$ cat src/rtl/pipe_wb_pkg.sv
// Shared encodings and the control bundle carried by the MEM/WB stage register.
// Source selects are enums so waveforms show mnemonic names rather than raw codes.
package pipe_wb_pkg;

  typedef enum logic [2:0] {
    RFSRC_ALU    = 3'd0,
    RFSRC_LOAD   = 3'd1,
    RFSRC_MULLO  = 3'd2,
    RFSRC_HI     = 3'd3,
    RFSRC_LO     = 3'd4,
    RFSRC_CP0    = 3'd5,
    RFSRC_PC4    = 3'd6,
    RFSRC_RETIRE = 3'd7
  } rfsrc_e;

  typedef enum logic [1:0] {
    HISRC_A     = 2'd0,
    HISRC_MULHI = 2'd1,
    HISRC_REM   = 2'd2,
    HISRC_HOLD  = 2'd3
  } hisrc_e;

  typedef enum logic [1:0] {
    LOSRC_A     = 2'd0,
    LOSRC_MULLO = 2'd1,
    LOSRC_QUO   = 2'd2,
    LOSRC_HOLD  = 2'd3
  } losrc_e;

  localparam logic [1:0] LD_WORD     = 2'b00;
  localparam logic [1:0] LD_HALF     = 2'b01;
  localparam logic [1:0] LD_BYTE     = 2'b10;
  localparam logic [1:0] LD_WORD_ALT = 2'b11;

  typedef struct packed {
    logic     w_rf;
    logic     w_hi;
    logic     w_lo;
    rfsrc_e   rfsource;
    hisrc_e   hisource;
    losrc_e   losource;
    logic [1:0] ld_size;
    logic     ld_signed;
  } wb_ctrl_t;

  localparam wb_ctrl_t WB_CTRL_IDLE = '{
    w_rf: 1'b0, w_hi: 1'b0, w_lo: 1'b0,
    rfsource: RFSRC_ALU, hisource: HISRC_A, losource: LOSRC_A,
    ld_size: LD_WORD, ld_signed: 1'b0
  };

  // A killed bundle keeps its selects but can never write anything.
  function automatic wb_ctrl_t ctrl_kill(input wb_ctrl_t c);
    wb_ctrl_t k;
    k      = c;
    k.w_rf = 1'b0;
    k.w_hi = 1'b0;
    k.w_lo = 1'b0;
    return k;
  endfunction

endpackage

$ cat src/rtl/wb_load_extract.sv
// Sub-word load extraction: little-endian byte/half select from the raw memory word.
// Purely combinational; no handshake.
module wb_load_extract
  import pipe_wb_pkg::*;
#(
  parameter int DATA_W = 32
) (
  input  logic [DATA_W-1:0] dm_i,
  input  logic [1:0]        offset_i,
  input  logic [1:0]        ld_size_i,
  input  logic              ld_signed_i,
  output logic [DATA_W-1:0] data_o
);

  logic [7:0]  byte_v;
  logic [15:0] half_v;

  assign byte_v = dm_i[{offset_i, 3'b000} +: 8];
  // Halfword loads are assumed aligned, so the low offset bit is ignored.
  assign half_v = dm_i[{offset_i[1], 4'b0000} +: 16];

  always_comb begin
    data_o = dm_i;
    case (ld_size_i)
      LD_BYTE: data_o = ld_signed_i ? DATA_W'($signed(byte_v)) : DATA_W'(byte_v);
      LD_HALF: data_o = ld_signed_i ? DATA_W'($signed(half_v)) : DATA_W'(half_v);
      default: data_o = dm_i;
    endcase
  end

endmodule

$ cat src/rtl/pipe_wb_unit.sv
// MEM/WB stage register, HI/LO architectural state, writeback select and retire counter.
// W* outputs are combinational from the stage register; wb_stall holds and suppresses commit.
module pipe_wb_unit
  import pipe_wb_pkg::*;
#(
  parameter int DATA_W = 32,
  parameter int RN_W   = 5,
  parameter int CNT_W  = 32
) (
  input  logic              clk,
  input  logic              resetn,
  input  logic              m_valid,
  input  logic              wb_stall,
  input  logic              wb_flush,
  input  logic [DATA_W-1:0] m_alu,
  input  logic [DATA_W-1:0] m_a,
  input  logic [DATA_W-1:0] m_dm,
  input  logic [DATA_W-1:0] m_muler_hi,
  input  logic [DATA_W-1:0] m_muler_lo,
  input  logic [DATA_W-1:0] m_q,
  input  logic [DATA_W-1:0] m_r,
  input  logic [DATA_W-1:0] m_cp0,
  input  logic [DATA_W-1:0] m_pc4,
  input  logic [2:0]        m_rfsource,
  input  logic [1:0]        m_hisource,
  input  logic [1:0]        m_losource,
  input  logic [1:0]        m_ld_size,
  input  logic              m_ld_signed,
  input  logic [RN_W-1:0]   m_rn,
  input  logic              m_w_rf,
  input  logic              m_w_hi,
  input  logic              m_w_lo,
  output logic [DATA_W-1:0] Wdata_rf,
  output logic [RN_W-1:0]   Wrn,
  output logic              Ww_rf,
  output logic [DATA_W-1:0] Wdata_hi,
  output logic [DATA_W-1:0] Wdata_lo,
  output logic              Ww_hi,
  output logic              Ww_lo,
  output logic [DATA_W-1:0] hi_q,
  output logic [DATA_W-1:0] lo_q,
  output logic [CNT_W-1:0]  retire_cnt
);

  typedef struct packed {
    logic [DATA_W-1:0] alu;
    logic [DATA_W-1:0] a;
    logic [DATA_W-1:0] dm;
    logic [DATA_W-1:0] mul_hi;
    logic [DATA_W-1:0] mul_lo;
    logic [DATA_W-1:0] quo;
    logic [DATA_W-1:0] rem;
    logic [DATA_W-1:0] cp0;
    logic [DATA_W-1:0] pc4;
  } wb_data_t;

  logic              valid_q, valid_d;
  wb_ctrl_t          ctrl_q, ctrl_d;
  logic [RN_W-1:0]   rn_q, rn_d;
  wb_data_t          data_q, data_d;
  logic [CNT_W-1:0]  cnt_q;
  logic [DATA_W-1:0] ld_data;
  logic              commit;

  always_comb begin
    valid_d = valid_q;
    ctrl_d  = ctrl_q;
    rn_d    = rn_q;
    data_d  = data_q;
    if (wb_flush) begin
      valid_d = 1'b0;
      ctrl_d  = ctrl_kill(ctrl_q);
    end else if (!wb_stall) begin
      valid_d = m_valid;
      ctrl_d  = '{
        w_rf: m_w_rf, w_hi: m_w_hi, w_lo: m_w_lo,
        rfsource: rfsrc_e'(m_rfsource),
        hisource: hisrc_e'(m_hisource),
        losource: losrc_e'(m_losource),
        ld_size: m_ld_size, ld_signed: m_ld_signed
      };
      rn_d    = m_rn;
      data_d  = '{
        alu: m_alu, a: m_a, dm: m_dm, mul_hi: m_muler_hi, mul_lo: m_muler_lo,
        quo: m_q, rem: m_r, cp0: m_cp0, pc4: m_pc4
      };
    end
  end

  always_ff @(posedge clk) begin
    if (!resetn) begin
      valid_q <= 1'b0;
      ctrl_q  <= WB_CTRL_IDLE;
      rn_q    <= '0;
      data_q  <= '0;
    end else begin
      valid_q <= valid_d;
      ctrl_q  <= ctrl_d;
      rn_q    <= rn_d;
      data_q  <= data_d;
    end
  end

  wb_load_extract #(
    .DATA_W(DATA_W)
  ) u_load_extract (
    .dm_i       (data_q.dm),
    .offset_i   (data_q.alu[1:0]),
    .ld_size_i  (ctrl_q.ld_size),
    .ld_signed_i(ctrl_q.ld_signed),
    .data_o     (ld_data)
  );

  // Gating with resetn keeps a held instruction from committing on the reset cycle.
  assign commit = resetn & valid_q & ~wb_stall;
  assign Ww_rf  = commit & ctrl_q.w_rf & (rn_q != '0);
  assign Ww_hi  = commit & ctrl_q.w_hi;
  assign Ww_lo  = commit & ctrl_q.w_lo;
  assign Wrn    = rn_q;

  always_comb begin
    Wdata_rf = data_q.alu;
    case (ctrl_q.rfsource)
      RFSRC_ALU:    Wdata_rf = data_q.alu;
      RFSRC_LOAD:   Wdata_rf = ld_data;
      RFSRC_MULLO:  Wdata_rf = data_q.mul_lo;
      RFSRC_HI:     Wdata_rf = hi_q;
      RFSRC_LO:     Wdata_rf = lo_q;
      RFSRC_CP0:    Wdata_rf = data_q.cp0;
      RFSRC_PC4:    Wdata_rf = data_q.pc4;
      RFSRC_RETIRE: Wdata_rf = DATA_W'(cnt_q);
      default:      Wdata_rf = data_q.alu;
    endcase
  end

  always_comb begin
    Wdata_hi = hi_q;
    case (ctrl_q.hisource)
      HISRC_A:     Wdata_hi = data_q.a;
      HISRC_MULHI: Wdata_hi = data_q.mul_hi;
      HISRC_REM:   Wdata_hi = data_q.rem;
      HISRC_HOLD:  Wdata_hi = hi_q;
      default:     Wdata_hi = hi_q;
    endcase
  end

  always_comb begin
    Wdata_lo = lo_q;
    case (ctrl_q.losource)
      LOSRC_A:     Wdata_lo = data_q.a;
      LOSRC_MULLO: Wdata_lo = data_q.mul_lo;
      LOSRC_QUO:   Wdata_lo = data_q.quo;
      LOSRC_HOLD:  Wdata_lo = lo_q;
      default:     Wdata_lo = lo_q;
    endcase
  end

  always_ff @(posedge clk) begin
    if (!resetn) begin
      hi_q  <= '0;
      lo_q  <= '0;
      cnt_q <= '0;
    end else begin
      if (Ww_hi) hi_q <= Wdata_hi;
      if (Ww_lo) lo_q <= Wdata_lo;
      if (commit) cnt_q <= cnt_q + CNT_W'(1);
    end
  end

  assign retire_cnt = cnt_q;

endmodule

$ cat config.mk
export PLATFORM = sky130hd
export DESIGN_NAME = pipe_wb_unit
export DESIGN_NICKNAME = d
export VERILOG_FILES = /design/src/rtl/pipe_wb_pkg.sv /design/src/rtl/wb_load_extract.sv /design/src/rtl/pipe_wb_unit.sv
export SDC_FILE = /design/constraint.sdc
export NUM_CORES = 1
export LEC_CHECK = 0
export BUFFER_PORTS_ARGS = -buffer_cell sky130_fd_sc_hd__buf_2
export CAP_MARGIN = 20
export CORE_ASPECT_RATIO = 1.5
export CORE_MARGIN = 2
export CORE_UTILIZATION = 45
export CTS_CLUSTER_SIZE = 20
export DETAILED_ROUTE_END_ITERATION = 10
export PLACE_DENSITY = 0.7
export SLEW_MARGIN = 20
export SYNTH_ARGS = -nofsm -noshare
export SYNTH_HDL_FRONTEND = slang
export SYNTH_SLANG_ARGS = --single-unit
$ cat constraint.sdc
create_clock -name clk -period 5.8 [get_ports clk]
set_clock_uncertainty 0.1 [all_clocks]
set_input_delay 0.87 -clock clk [delete_from_list [all_inputs] [get_ports clk]]
set_output_delay 0.87 -clock clk [all_outputs]
set_load 0.01 [all_outputs]
==> Word level (Yosys, flattened, before mapping) <==
Index checks and enable logic that the tools add are counted.
{ "op_classes": {"add_sub_neg": 1, "eq_ne": 15, "n_shift": 2, "n_mux": 6, "bitwise_logic": 9, "n_reduce_logical": 6} }
{ "op_table": {"columns": ["operator", "n"], "rows": [
  ["$pmux 32 s4", 2],
  ["$pmux 32 s8", 1],
  ["$mux 32", 2],
  ["$pmux 32 s2", 1],
  ["$add 32x1->32 const B", 1],
  ["$shiftx 32x6->16", 1],
  ["$shiftx 32x6->8", 1],
  ["$eq 3x3->1 const B", 4],
  ["$eq 2x2->1 const B", 5],
  ["$and 1x1->1", 6],
  ["$eq 2x1->1 const B", 3],
  ["$eq 3x2->1 const B", 2],
  ["$reduce_bool 5->1", 1],
  ["$logic_not 2->1", 2],
  ["$eq 3x1->1 const B", 1],
  ["$logic_not 3->1", 1],
  ["$not 1->1", 3],
  ["$reduce_and 2->1", 1],
  ["$reduce_or 2->1", 1]
]} }
{ "totals": {"regBits": 403, "output_inout_bits": 200, "wordCells": 61} }

==> Logic depth before layout (Yosys ltp) <==
Gate-level depths: netlist of the first run.
{ "logic_depth": {"depth_word": 4, "mapped_depth": 8, "mapped_depth_nobuf": 7} }

==> Hierarchy <==
From an unflattened synthesis of the first run, not the netlist that was laid out.
{ "hier_totals": {"cells_unflattened": 2256, "hier_area_um2": 18457.7} }
{ "modules_own_cells": {"columns": ["mod", "n_inst", "cells_per_inst", "area_each_um2"], "rows": [
  ["pipe_wb_unit", 1, 2173, 17808.3],
  ["wb_load_extract", 1, 83, 649.4]
]} }

==> Least setup slack after synthesis of the first run <==
Ideal clock, no wire load.
{ "synth_timing": {"path_type": "input to output", "from": "in wb_stall", "to": "out Ww_hi", "arrival_ns": 1.720, "required_ns": 4.830, "slack_ns": 3.110, "cell_stages": 6, "n_path_buf": 3, "cell_sequence": "buf_6 -> nor2b_4 -> buf_6 -> nand3_1 -> inv_1 -> buf_2"} }
{ "synth_between": {"elab_chain_cells": 3} }
{ "synth_lines": {"columns": ["element", "line", "text"], "rows": [
  ["from (decl)", "pipe_wb_unit.sv:13", "input logic wb_stall,"],
  ["$not 1->1 (no line)", null, null],
  ["$and 1x1->1", "pipe_wb_unit.sv:115", "assign commit = resetn & valid_q & ~wb_stall;"],
  ["$and 1x1->1", "pipe_wb_unit.sv:117", "assign Ww_hi = commit & ctrl_q.w_hi;"],
  ["to (decl)", "pipe_wb_unit.sv:38", "output logic Ww_hi,"]
]} }
No other way between the ends.

==> Final worst setup path of the first run <==
{ "layout_timing": {"from": "reg ctrl_q[7] (netlist name)", "to": "out Wdata_rf[23]"} }
{ "layout_between": {"elab_chain_cells": 2} }
{ "layout_lines": {"columns": ["element", "line", "text"], "rows": [
  ["from (decl)", "pipe_wb_unit.sv:58", "wb_ctrl_t ctrl_q, ctrl_d;"],
  ["from (signal assigned)", "pipe_wb_unit.sv:98", "ctrl_q <= ctrl_d;"],
  ["$eq 3x3->1, or another cell as far along", "pipe_wb_unit.sv:123", "case (ctrl_q.rfsource)"],
  ["$pmux 32 s8 (*)", "pipe_wb_unit.sv:123", null],
  ["to (decl)", "pipe_wb_unit.sv:33", "output logic [DATA_W-1:0] Wdata_rf,"]
]} }
Every way passes the cells marked *; elsewhere a longest branch is shown, timed or not.

==> metrics.md, run 1 <==
| Metric | Value |
|---|---|
| Cts repair resizes | `0` |
| FF-to-FF End | `retire_cnt[30]` |
| Yosys warns | `0` |
| Design Power | `6.43 mW` |
| CTS tree | `built` |
| Minimum clock period | `4.31 ns` |
| Post-route DRC violation count | `0` |
| Initial antenna violation count | `9` |
| # rows | `90` |
| Worst Tran Pin Value | `1.19 ns` |
| Unrepaired setup endpoints after global routing | `no` |
| Iteration-0 DRC Markers | `2,064` |
| Setup crit end | `Wdata_rf[23]` |
| # setup viols final | `0` |
| Hold Vio Cnt, Final | `0` |
| Slowest cell on the critical path | `nor2b_1` |
| Yosys reg bits | `403` |
| Post-synth EDFFs | `0` |
| CTS HTree Levels | `2` |
| Die H | `250 um` |
| Largest family of logic cells by synthesized area | `simple AND/OR/NAND/NOR gates` |
| Synth Area in XOR/XNOR | `1.25%` |
| FMAX | `232 MHz` |
| DR pass1 iterations | `8` |
| First-pass GRT wire length | `111,000 um` |
| Drt total wl | `76,100 um` |
| Clock root cell | `clkbuf_16` |
| Synth Instances | `2,258` |
| Syn nets | `2,572` |
| Finished Core Util | `55.3%` |
| P&R area growth vs syn | `21.9%` |
| CTS max path bufs | `3` |
| Compound-Gate Fraction of Synth Area | `17.1%` |
| CP Capture Type | `output pin` |
| Per-cell routed wire length | `23.9 um` |
| Register-to-Register Setup Slack | `3.49 ns` |
| Initial Util | `45.4%` |
| Hold_buf cts | `0` |
| Post-Route Hold Slack | `0.349 ns` |
| Synth cell types | `53` |
| Postcts setup bufs | `0` |
| Area of the multi-input gates | `9320 um2` |
| Post-route antenna net violation count | `0` |
| Layout cells sized above 1 | `26.2%` |
| Hold Crit Class | `register to register` |
| Placer Congestion | `0.962` |
| Seq/Total Area, Yosys | `44.4%` |
| Vias post-DR | `18,677` |
| GRT Overall Usage | `34.9%` |
| Syn Std Cell Area | `18,200 um2` |
| Die area | `42,100 um2` |
| Most frequent cells in the layout | `nand2_1 (774), buf_2 (510), dfxtp_1 (396), a21oi_1 (396), nor2_1 (109)` |
| Crit Path Category | `register to output pin` |
| Most common cell after layout, fill and taps aside | `nand2_1` |
| Via/cell ratio | `5.87` |
| Crit path cell chain | `nor2b_1 > nand2_1 > nor3_1 > o32a_1 > buf_2` |
| Worst setup SP type | `register` |
| Total grt overflow | `0` |
| Number of CTS-inserted buffers | `39` |
| Reg area | `8080 um2` |
| Worst-path fanout max | `20` |
| P_leak | `8.95 nW` |
| Clk slew on worst S/H paths | `0.07 ns` |
| Pin count of the biggest net entering global routing | `198` |
| Io pins | `511` |
| Clk_lat worst skew | `0.55 ns` |
| R2R cell count | `6` |
| Critical Path Start | `ctrl_q[7]` |
| Relative slew margins | `20.9%` |
| Max-cap viol count | `0` |
| Worst r2r src | `retire_cnt[0]` |
| Die X | `168 um` |
| Final Net Count | `2,959` |
| Total Neg Setup Slack | `0 ns` |
| Port buffer count | `510` |
| Vias in the first global route | `17,681` |
| Final Cycle Share | `74.4%` |
| Outcome | `completed` |
| Peak supply drop | `218 uV` |
| Worst EP arrival | `3.34 ns` |
| Worst Path Required | `4.83 ns` |
| Worst path max stage delay | `0.82 ns` |
| Fraction of registers with async set/reset | `0%` |
| Max-slew violation count | `0` |
| Synth Flop Type | `dfxtp_1` |
| Hpwl dp | `57,100 um` |
| Pwr dens | `290 nW/um2` |
| Fraction of synthesized area in multiplexers | `11.3%` |
| Total core area | `40,100 um2` |
| Synthesized area per cell | `8.05 um2` |
| Simple-Gate Fraction of Synth Area | `21.2%` |
| Clock sinks | `403` |
| Fillers | `3,767` |
| Adder-Cell Fraction of Synth Area | `0.206%` |
[per-layer routing]
metal / vias up / track usage, % / part of all wire [%]
met5: - / 0 / 0.014
met4: 2 / 19.5 / 6.0
met3: 205 / 5.18 / 7.6
met2: 1028 / 60.1 / 49
met1: 8950 / 41.7 / 37
li1: 8492 / - / -
[report_power, final]
group	leakage, nW	switching [mW]	internal (mW)
Combinational	5.02	0.455	0.292
Clock	0.647	1.12	1.59
Sequential	3.29	0.104	2.87
[how the worst min path moves through the flow]
stage | start | end | depth (start not counted) | slack, ns
after floorplan | data_q[11] | data_q[11] | 2 | 0.33
after global placement | data_q[97] | data_q[97] | 2 | 0.34
after detailed placement | data_q[82] | data_q[82] | 2 | 0.34
after CTS | data_q[82] | data_q[82] | 2 | 0.35
after global routing | data_q[82] | data_q[82] | 2 | 0.37
final | data_q[82] | data_q[82] | 2 | 0.35
[state kept, by name (all words and copies together), names as in the netlist]
register    cells
Wrn             5
retire_cnt     32
data_q        288
ctrl_q         13
valid_q         1
hi_q           32
lo_q           32
[logic make-up (layout without fill, tap and decap cells)]
family / after synthesis / after routing
AND/OR/NAND/NOR: 961 / 961
AO/OA/AOI/OAI: 546 / 546
flip-flops: 403 / 403
buffers and inverters: 201 / 615
multiplexers: 118 / 118
XOR/XNOR: 26 / 26
adder cells (fa/ha/maj): 3 / 3
other: 0 / 6
[worst max-delay path, delay by kind of cell (launching register included)]
family	cells	cell delay (ns)
AO/OA/AOI/OAI	1	0.28
AND/OR/NAND/NOR	3	1.79
flip-flops	1	0.57
buffers and inverters	1	0.14
[layout make-up]
class	instances	area share (%)
flip-flops and latches	403	36.4
clock inverters	11	0.835
clock buffers	57	5.17
diodes	6	0.0677
multi-input cells	1654	42.0
inverters	17	0.322
repair buffers	530	12.3
well taps	506	2.86
[cells in the mapped netlist, drive strengths merged (8+ instances only)]
cell     number  area share [%]
mux2i        28             1.5
o2bb2ai      19            0.92
inv          17            0.35
a22o         10            0.48
nand4        12            0.58
xor2         19            0.92
mux2         23             1.4
nor2        111             2.4
and2         10            0.34
buf          38             1.2
nand2       775              16
clkbuf      146             3.0
dfxtp       403              44
o22ai        26            0.89
nand2b        8            0.28
nand3        16            0.47
o221ai       12            0.58
o21ai        36            0.99
mux4         67             8.3
a222oi       17            0.94
a221o        10            0.55
a21oi       397              11
[through the flow]
stage	area [um2]	setup WS, ns	instances
global route	22200	1.40	3184
detailed placement	20800	1.98	3110
CTS	22200	1.39	3178
global placement	20800	2.00	3110
finish	22200	1.49	3184
floorplan	18200	3.11	2258
Note: power is estimated with default switching activity, not from simulation.
==> run 2, diff against run 1 <==
PLACE_DENSITY = 0.73   (was 0.7)
clock period = 3.75 ns   (was 5.8 ns; I/O delays follow)
==> run 2 against run 1 <==
Against the previous run:
- wire length up 1.5%
- clock power up 54%
- clock-buffer cell count down 5
- flip-flop and latch count unchanged
- largest cell class unchanged
==> metrics.md, run 2 (same netlist as run 1, synthesis figures left out) <==
| Metric | Value |
|---|---|
| Via/cell ratio | `5.85 (was 5.87)` |
| FF-to-FF End | `retire_cnt[30] (unchanged)` |
| Most common cell after layout, fill and taps aside | `nand2_1 (unchanged)` |
| CTS HTree Levels | `2 (unchanged)` |
| # rows | `90 (unchanged)` |
| Reg area | `8080 um2 (about the same)` |
| Drt total wl | `77,300 um (was 76,100 um)` |
| Register-to-Register Setup Slack | `1.46 ns (was 3.49 ns)` |
| Dpl cells | `3,125 (was 3,110)` |
| Hold Crit Class | `input port to register (was register to register)` |
| Clock sinks | `403 (unchanged)` |
| Clk slew on worst S/H paths | `0.07 ns (about the same)` |
| Worst r2r src | `retire_cnt[1] (was retire_cnt[0])` |
| Worst EP arrival | `2.96 ns (was 3.34 ns)` |
| Worst-path fanout max | `32 (was 20)` |
| Met1 usage | `41.5% (was 41.7%)` |
| Final Cycle Share | `96.5%` |
| Pwr dens | `445 nW/um2 (was 290 nW/um2)` |
| Die H | `250 um (unchanged)` |
| Peak supply drop | `380 uV (was 218 uV)` |
| Max reg flops | `288 (unchanged)` |
| Per-cell routed wire length | `24.1 um (was 23.9 um)` |
| Vias in the first global route | `17,839 (was 17,681)` |
| CP Capture Type | `output pin (unchanged)` |
| Post-route DRC violation count | `0 (unchanged)` |
| Pin count of the biggest net entering global routing | `122 (was 198)` |
| Most frequent cells in the layout | `nand2_1 (775), buf_2 (510), dfxtp_1 (396), a21oi_1 (396), nor2_1 (109) (was nand2_1 (774), buf_2 (510), dfxtp_1 (396), a21oi_1 (396), nor2_1 (109))` |
| Vias post-DR | `18,765 (was 18,677)` |
| Postcts setup bufs | `0 (unchanged)` |
| Hpwl dp | `58,700 um (was 57,100 um)` |
| Total grt overflow | `0 (unchanged)` |
| Worst setup SP type | `register (unchanged)` |
| Worst Tran Pin Value | `1.01 ns (was 1.19 ns)` |
| Initial antenna violation count | `9 (unchanged)` |
| Unrepaired setup endpoints after global routing | `no (unchanged)` |
| Area of the multi-input gates | `9320 um2 (unchanged)` |
| GRT Max-Usage Layer | `met2 (unchanged)` |
| Fin cells | `3,207 (was 3,184)` |
| Relative slew margins | `32.4% (was 20.9%)` |
| Minimum clock period | `3.62 ns` |
| Met3 Track Usage GR | `5.07% (was 5.18%)` |
| Worst Path Required | `3.09 ns (was 4.83 ns)` |
| P_leak | `9.08 nW (was 8.95 nW)` |
| Hold Vio Cnt, Final | `0 (unchanged)` |
| Crit Path Category | `register to output pin (unchanged)` |
| Die area | `42,100 um2 (unchanged)` |
| Placer Congestion | `0.950 (was 0.962)` |
| Outcome | `completed (unchanged)` |
| Reg with most FFs | `data_q (unchanged)` |
| CTS max path bufs | `3 (unchanged)` |
| FMAX | `276 MHz` |
| Hold Path Depth | `3 (was 2)` |
| Total core area | `40,100 um2 (unchanged)` |
| Max-slew violation count | `0 (unchanged)` |
| # setup viols final | `0 (unchanged)` |
| Setup crit end | `Wdata_rf[0] (was Wdata_rf[23])` |
| Critical Path Start | `ctrl_q[8] (was ctrl_q[7])` |
| R2R cell count | `6 (unchanged)` |
| Fillers | `3,776 (was 3,767)` |
| Layout cells sized above 1 | `26.8% (was 26.2%)` |
| Die X | `168 um (unchanged)` |
| Initial Util | `45.4% (unchanged)` |
| CTS tree | `built (unchanged)` |
| Port buffer count | `510 (unchanged)` |
| First-pass GRT wire length | `112,000 um (was 111,000 um)` |
| Post-route antenna net violation count | `0 (unchanged)` |
| GRT Overall Usage | `35.3% (was 34.9%)` |
| Number of CTS-inserted buffers | `40 (was 39)` |
| Hold_buf cts | `0 (unchanged)` |
| Clk_lat worst skew | `0.58 ns (was 0.55 ns)` |
| DR pass1 iterations | `7 (was 8)` |
| Max-cap viol count | `0 (unchanged)` |
| Iteration-0 DRC Markers | `1,954 (was 2,064)` |
| Total Neg Setup Slack | `0 ns (unchanged)` |
| P&R area growth vs syn | `23.5% (was 21.9%)` |
| Final Net Count | `2,975 (was 2,959)` |
| Io pins | `511 (unchanged)` |
| Clock root cell | `clkbuf_16 (unchanged)` |
| Met2 Usage GRT | `61.5% (was 60.1%)` |
[run 2: changes by cell type in the layout (fill, tap and decap cells not counted), sizes merged]
cell      before  now
diode          6    8
inv           16   21
clkinvlp       2    4
bufinv         5    4
clkinv         5   10
buf          530  545
clkbuf        57   52
[run 2: worst min-delay path by stage]
stage | start | endpoint | slack [ns]
global placement | data_q[78] | data_q[78] | 0.34
CTS | m_cp0[13] | data_q[45] | 0.12
finish | m_cp0[7] | data_q[39] | 0.12
global route | m_hisource[0] | ctrl_q[5] | 0.13
floorplan | data_q[11] | data_q[11] | 0.33
detailed placement | data_q[106] | data_q[106] | 0.35
[run 2: area by class of cell]
type,count,area share (%)
inverters,17,0.318
well taps,506,2.82
repair buffers,545,13.3
flip-flops and latches,403,36.0
diodes,8,0.0892
clock inverters,22,1.19
clock buffers,52,4.84
multi-input cells,1654,41.5
[run 2: repair_timing]
item / in CTS / in global routing
endpoints found under the setup margin: 16 / 8
pin swaps: 0 / 0
gates resized for setup: 1 / 1
[run 2: worst max-delay path, cell delays in order, from the launching register on]
cell and delay, ns:
dfxtp_2 0.52, buf_4 0.44, mux2_2 0.39, a222oi_1 0.57
o21ai_0 0.25, buf_2 0.20
[run 2: routing by layer]
layer,routed length (um),up-vias
li1,-,8552
met1,28200,9013
met2,38500,1010
met3,5820,190
met4,4710,0
met5,0,-
[run 2: through the flow]
stage / cell area [um2] / hold WS, ns / utilization (%) / setup WS [ns] / total power, mW
final: 22500 / 0.123 / 56.0 / 0.130 / 9.99
after global routing: 22500 / 0.129 / 56.0 / 0.0996 / 10.3
after CTS: 22400 / 0.118 / 56.0 / 0.0265 / 9.99
after detailed placement: 21100 / 0.345 / 52.6 / 0.527 / 5.85
after global placement: 21100 / 0.340 / 52.6 / 0.581 / 5.84
after floorplan: 18200 / 0.332 / - / 1.45 / 5.27
[run 2: power by group]
part	internal (mW)	switching, mW	total [mW]
registers	4.43	0.159	4.59
clock network	2.37	1.84	4.20
logic	0.475	0.717	1.19
total	7.27	2.72	9.99
